File: src/rtl/packet_assembler.sv
// Packet assembler: gathers four 32-bit upstream words into a 128-bit packet,
// screens framing and type errors, and buffers good packets in a FIFO.
module packet_assembler #(
    parameter int FIFO_DEPTH = 4
) (
    input  logic                        clk,
    input  logic                        rst,
    input  logic                        s_valid,
    input  logic [31:0]                 s_data,
    input  logic                        s_last,
    output logic                        s_ready,
    output logic                        m_valid,
    output logic [127:0]                m_data,
    input  logic                        m_ready,
    output logic [$clog2(FIFO_DEPTH):0] fifo_level,
    output logic [15:0]                 pkt_count,
    output logic                        err_short,
    output logic                        err_long,
    output logic                        err_type
);

    localparam int AW = $clog2(FIFO_DEPTH);
    localparam int LW = AW + 1;
    localparam logic [LW-1:0] FULL_LEVEL = LW'(FIFO_DEPTH);

    typedef enum logic {
        COLLECT = 1'b0,
        DISCARD = 1'b1
    } state_e;

    state_e         state_q, state_d;
    logic [1:0]     idx_q, idx_d;
    logic [95:0]    stage_q, stage_d;
    logic [127:0]   mem_q [FIFO_DEPTH];
    logic [AW-1:0]  wr_ptr_q, wr_ptr_d;
    logic [AW-1:0]  rd_ptr_q, rd_ptr_d;
    logic [LW-1:0]  level_q, level_d;
    logic [15:0]    count_q, count_d;
    logic           err_short_q, err_short_d;
    logic           err_long_q, err_long_d;
    logic           err_type_q, err_type_d;
    logic           word_xfer;
    logic           push;
    logic           pop;

    // Ready depends on registers only, so a pop in this cycle cannot open a slot.
    assign s_ready    = (state_q == DISCARD) || (idx_q != 2'd3) || (level_q < FULL_LEVEL);
    assign m_valid    = (level_q != '0);
    assign m_data     = mem_q[rd_ptr_q];
    assign fifo_level = level_q;
    assign pkt_count  = count_q;
    assign err_short  = err_short_q;
    assign err_long   = err_long_q;
    assign err_type   = err_type_q;

    assign word_xfer = s_valid && s_ready;
    assign pop       = m_valid && m_ready;

    always_comb begin
        // NOTE: every variable gets a default first so no path can infer a latch.
        state_d     = state_q;
        idx_d       = idx_q;
        stage_d     = stage_q;
        count_d     = count_q;
        push        = 1'b0;
        err_short_d = 1'b0;
        err_long_d  = 1'b0;
        err_type_d  = 1'b0;

        if (word_xfer) begin
            case (state_q)
                COLLECT: begin
                    if (idx_q != 2'd3) begin
                        if (s_last) begin
                            idx_d       = 2'd0;
                            err_short_d = 1'b1;
                        end else begin
                            case (idx_q)
                                2'd0:    stage_d[95:64] = s_data;
                                2'd1:    stage_d[63:32] = s_data;
                                default: stage_d[31:0]  = s_data;
                            endcase
                            idx_d = idx_q + 2'd1;
                        end
                    end else begin
                        idx_d = 2'd0;
                        if (!s_last) begin
                            err_long_d = 1'b1;
                            state_d    = DISCARD;
                        end else if (stage_q[95:94] == 2'b11) begin
                            err_type_d = 1'b1;
                        end else begin
                            push    = 1'b1;
                            count_d = count_q + 16'd1;
                        end
                    end
                end
                DISCARD: begin
                    if (s_last) begin
                        state_d = COLLECT;
                    end
                end
                default: state_d = COLLECT;
            endcase
        end
    end

    always_comb begin
        wr_ptr_d = push ? wr_ptr_q + AW'(1) : wr_ptr_q;
        rd_ptr_d = pop  ? rd_ptr_q + AW'(1) : rd_ptr_q;
        level_d  = level_q;
        case ({push, pop})
            2'b10:   level_d = level_q + LW'(1);
            2'b01:   level_d = level_q - LW'(1);
            default: level_d = level_q;
        endcase
    end

    always_ff @(posedge clk or negedge rst) begin
        // NOTE: state registers use non-blocking assignments so every flop samples pre-edge values.
        if (!rst) begin
            state_q     <= COLLECT;
            idx_q       <= 2'd0;
            stage_q     <= '0;
            wr_ptr_q    <= '0;
            rd_ptr_q    <= '0;
            level_q     <= '0;
            count_q     <= 16'd0;
            err_short_q <= 1'b0;
            err_long_q  <= 1'b0;
            err_type_q  <= 1'b0;
        end else begin
            state_q     <= state_d;
            idx_q       <= idx_d;
            stage_q     <= stage_d;
            wr_ptr_q    <= wr_ptr_d;
            rd_ptr_q    <= rd_ptr_d;
            level_q     <= level_d;
            count_q     <= count_d;
            err_short_q <= err_short_d;
            err_long_q  <= err_long_d;
            err_type_q  <= err_type_d;
        end
    end

    always_ff @(posedge clk or negedge rst) begin
        // NOTE: the storage is reset because m_data reads it directly and must be zero in reset.
        if (!rst) begin
            for (int i = 0; i < FIFO_DEPTH; i++) begin
                mem_q[i] <= '0;
            end
        end else if (push) begin
            mem_q[wr_ptr_q] <= {stage_q, s_data};
        end
    end

endmodule
File: config.mk
export PLATFORM = sky130hd
export DESIGN_NAME = packet_assembler
export DESIGN_NICKNAME = d
export VERILOG_FILES = /design/src/rtl/packet_assembler.sv
export SDC_FILE = /design/constraint.sdc
export NUM_CORES = 1
export LEC_CHECK = 0
export CAP_MARGIN = 10
export CORE_ASPECT_RATIO = 0.75
export CORE_MARGIN = 5
export CORE_UTILIZATION = 54
export DETAILED_ROUTE_END_ITERATION = 8
export GPL_ROUTABILITY_DRIVEN = 0
export PLACE_DENSITY = 0.74
export SLEW_MARGIN = 10
export SYNTH_ARGS = -nofsm -noshare
export SYNTH_HDL_FRONTEND = slang
export SYNTH_SLANG_ARGS = --single-unit
File: constraint.sdc
create_clock -name clk -period 2.37 [get_ports clk]
set_input_delay 0.3555 -clock clk [delete_from_list [all_inputs] [get_ports clk]]
set_output_delay 0.3555 -clock clk [all_outputs]
set_load 0.01 [all_outputs]
==> results.md <==
* Non-Filler Instances at 2509
* Power density over cell area at 1040 nW/um^2
* Failing checks: negative setup slack
* Cell Area, Synth at around 27000 sq um
* Sw Share at 28.8%
* Clock power frac at 27.4%
* DR iter-0 viols at 716
* Area Growth Syn to Fin at 21.7%
* Max Buffers Root-to-Sink at 3
* H-Tree Depth at 2
* Area after DPL at 30100 sq um
* Setup ws final at -279 ps
* Cell count after synthesis at 1567
* CTS buffer count at 60
* Fin. max-slew vios at 0
* TNS Setup at -17800 ps
* Compound-Gate Fraction of Synth Area at 0.140%
* Setup crit start kind: flop
* Critical path class: flop to output port
* Tmin final at ~2600 ps
* Async set-reset flop share out of synthesis at 100%
* Routed Antenna Nets at 0
* Core area at 48900 sq um
* Final Hold Viols at 0
* Most frequent cells in the layout: dfrtp_1, mux2_2, mux4_2
* Vias in the first global route at 16227
* RSZ-0062 raised after global routing: true
* Yosys reg bits at 637
* Die area at 54200 sq um
* Critical Path RT at 2010 ps
* Fill cell count at between 3000 and 4000
* YS warnings at 0
* Detailed placement HPWL at 37900 microns
* Worst-Skew Late Latency at 630 ps
* Antenna violations before repair at 5
* Synthesized net count at 1614
* First-pass GRT wire length at 97400 microns
* Power Total at 33.9 mW
* Outcome: finished, violations left
* Nets at 1866
* Synth Flop Type: dfrtp_1
* Critical Path AT at 2290 ps
* Net switching power at 9.76 mW
* Sink Count at roughly 640
* Die width at 267 microns
* Chip Height at 203 microns
* Type of the most critical hold path: input pin to async pin
* I/O pin cnt at ~190
* Relative slew margins at about three fifths
* Max FO, Critical Path at 8
* Endpoint class of the critical path: output port
* EDFF count, synth at 0
* Placed cells at 2377
* CTS tree: yes
* Syn_area_per_cell at 17.1 sq um
* Reg clk slew, reported paths at 60 ps
* Initial core utilization at 54.8%
* Vias per cell at 5.83
* Xor/xnor cell area share of the yosys netlist at 0.687%
* Post-synthesis sequential area ratio at around three fifths
* Commonest non-fill, non-tap cell in the layout: dfrtp_1
* Synth Area in Adders at 0.495%
* FP Rows at 70
* Post-DR wirelength/cell at 24.1 microns
* Worst slew pin tran at 593 ps
* Synth Area in Simple Gates at roughly 1.1%
* Share of post-route cells with drive strength above 1 at 56.5%
* Synth cell types at 32
* Mux cell area share after synthesis at 36.4%
* Routed Wire Length at 60500 microns
* Final Setup Violations at 126
* Reg power frac at 44.8%
* Worst setup path start: rd_ptr_q[0]
* Port Buffers at 188
* DR DRC count at 0
* Pleak at 16.1 nW
* Finished Cell Area at 32600 sq um
* Largest family of logic cells by synthesized area: multiplexers
* Largest net degree at the start of global routing at 84
* GR Overflow Total at 0
* P_int at 24.2 mW
* Max-Cap Viols at 0
* All-Layer GR Usage at 22.9%
* DR vias at 14639
* CTS root buf: clkbuf_16
* VDD IR max at 0.000664 V
* Gate power share at between 20% and 30%
* DR pass1 iterations at 4
* Max Fclk at 0.377 GHz
* Reg-to-reg startpoint: idx_q[0]
* Final Cycle Share at 112%
* Clock Skew at between 20 and 30 ps
synthesized netlist by cell type (4+ instances only):
cell type | n | share of area (%)
nor2_1 | 4 | 0.056
buf_2 | 63 | 1.2
mux4_2 | 128 | 11
nor3_1 | 5 | 0.093
xor2_1 | 7 | 0.23
nand2_1 | 17 | 0.24
dfrtp_1 | 637 | 60
xnor2_1 | 14 | 0.46
and3_1 | 4 | 0.093
mux2_1 | 15 | 0.63
mux2_2 | 594 | 25
inv_1 | 8 | 0.11
nand4_1 | 7 | 0.16
ha_1 | 9 | 0.42
buf_1 | 16 | 0.22
clkbuf_1 | 16 | 0.22
cell type report:
type                       instances  area, sq um  area share, %
antenna                            1         2.50        0.00767
clock buffer                      91         1810           5.54
clock inverter                    12         92.6          0.284
inverter                           9         33.8          0.104
multi-input combinational        826        10400           32.0
sequential                       637        15900           48.9
tap                              648          811           2.49
timing repair buffer             285         3490           10.7
worst max-delay path, cell delays in order, from the launching register on:
cell,delay (ps)
dfrtp_4,500
buf_12,150
buf_12,140
buf_12,130
buf_12,140
mux4_2,470
buf_6,150
layer usage:
layer | up-vias | track usage [%] | wire length (microns)
met5 | - | 0 | 7
met4 | 2 | 4.35 | 849
met3 | 65 | 4.17 | 3180
met2 | 263 | 35.4 | 28600
met1 | 7978 | 35.0 | 27800
li1 | 6331 | - | -
worst paths after layout:
kind,slack (ps),end,depth (start not counted)
worst min register to register,480,pkt_count[15],1
min in group clk,440,err_long,3
worst min-delay path,250,pkt_count[3],2
worst max-delay path,-280,m_data[25],6
max in group asynchronous,1240,mem_q[101],3
worst max register to register,210,mem_q[335],7
state kept, by name, summed over array words and instances (netlist names):
| name | cells |
|---|---|
| rd_ptr_q | 2 |
| wr_ptr_q | 2 |
| mem_q | 512 |
| idx_q | 2 |
| stage_q | 96 |
| err_type | 1 |
| err_long | 1 |
| pkt_count | 16 |
| state_q | 1 |
| err_short | 1 |
| fifo_level | 3 |
power groups by stage:
stage	Combinational (mW)	Sequential (mW)	Clock, mW
finish	9.43	15.2	9.28
floorplan	5.20	14.6	0
CTS	9.61	15.2	9.51
global route	10.1	15.6	9.99
detailed placement	8.33	15.4	0
global placement	8.16	15.1	0
cell families (layout without fill, tap and decap cells):
| group | count (synthesis) | count (layout) |
|---|---|---|
| AO/OA/AOI/OAI | 6 | 6 |
| XOR/XNOR | 21 | 21 |
| adder cells (fa/ha/maj) | 10 | 10 |
| buffers and inverters | 104 | 397 |
| flip-flops | 637 | 637 |
| multiplexers | 737 | 737 |
| other | 0 | 1 |
| AND/OR/NAND/NOR | 52 | 52 |
per-stage QoR:
stage	setup slack [ps]	utilization, %	hold WS, ps
after floorplan	255	-	59.9
after global placement	42.4	61.6	313
after detailed placement	43.1	61.6	315
after CTS	-318	66.6	234
after global routing	-328	66.7	275
final	-279	66.7	246
what timing repair did:
action | CTS | global route
buffers inserted | 19 | 2
hold buffers | 1 | 0
gates cloned | 9 | 0
hold endpoints to repair | 37 | 0
gates resized for setup | 671 | 23
setup endpoints to repair | 129 | 128
No activity file was read; power rests on OpenSTA's default activity.
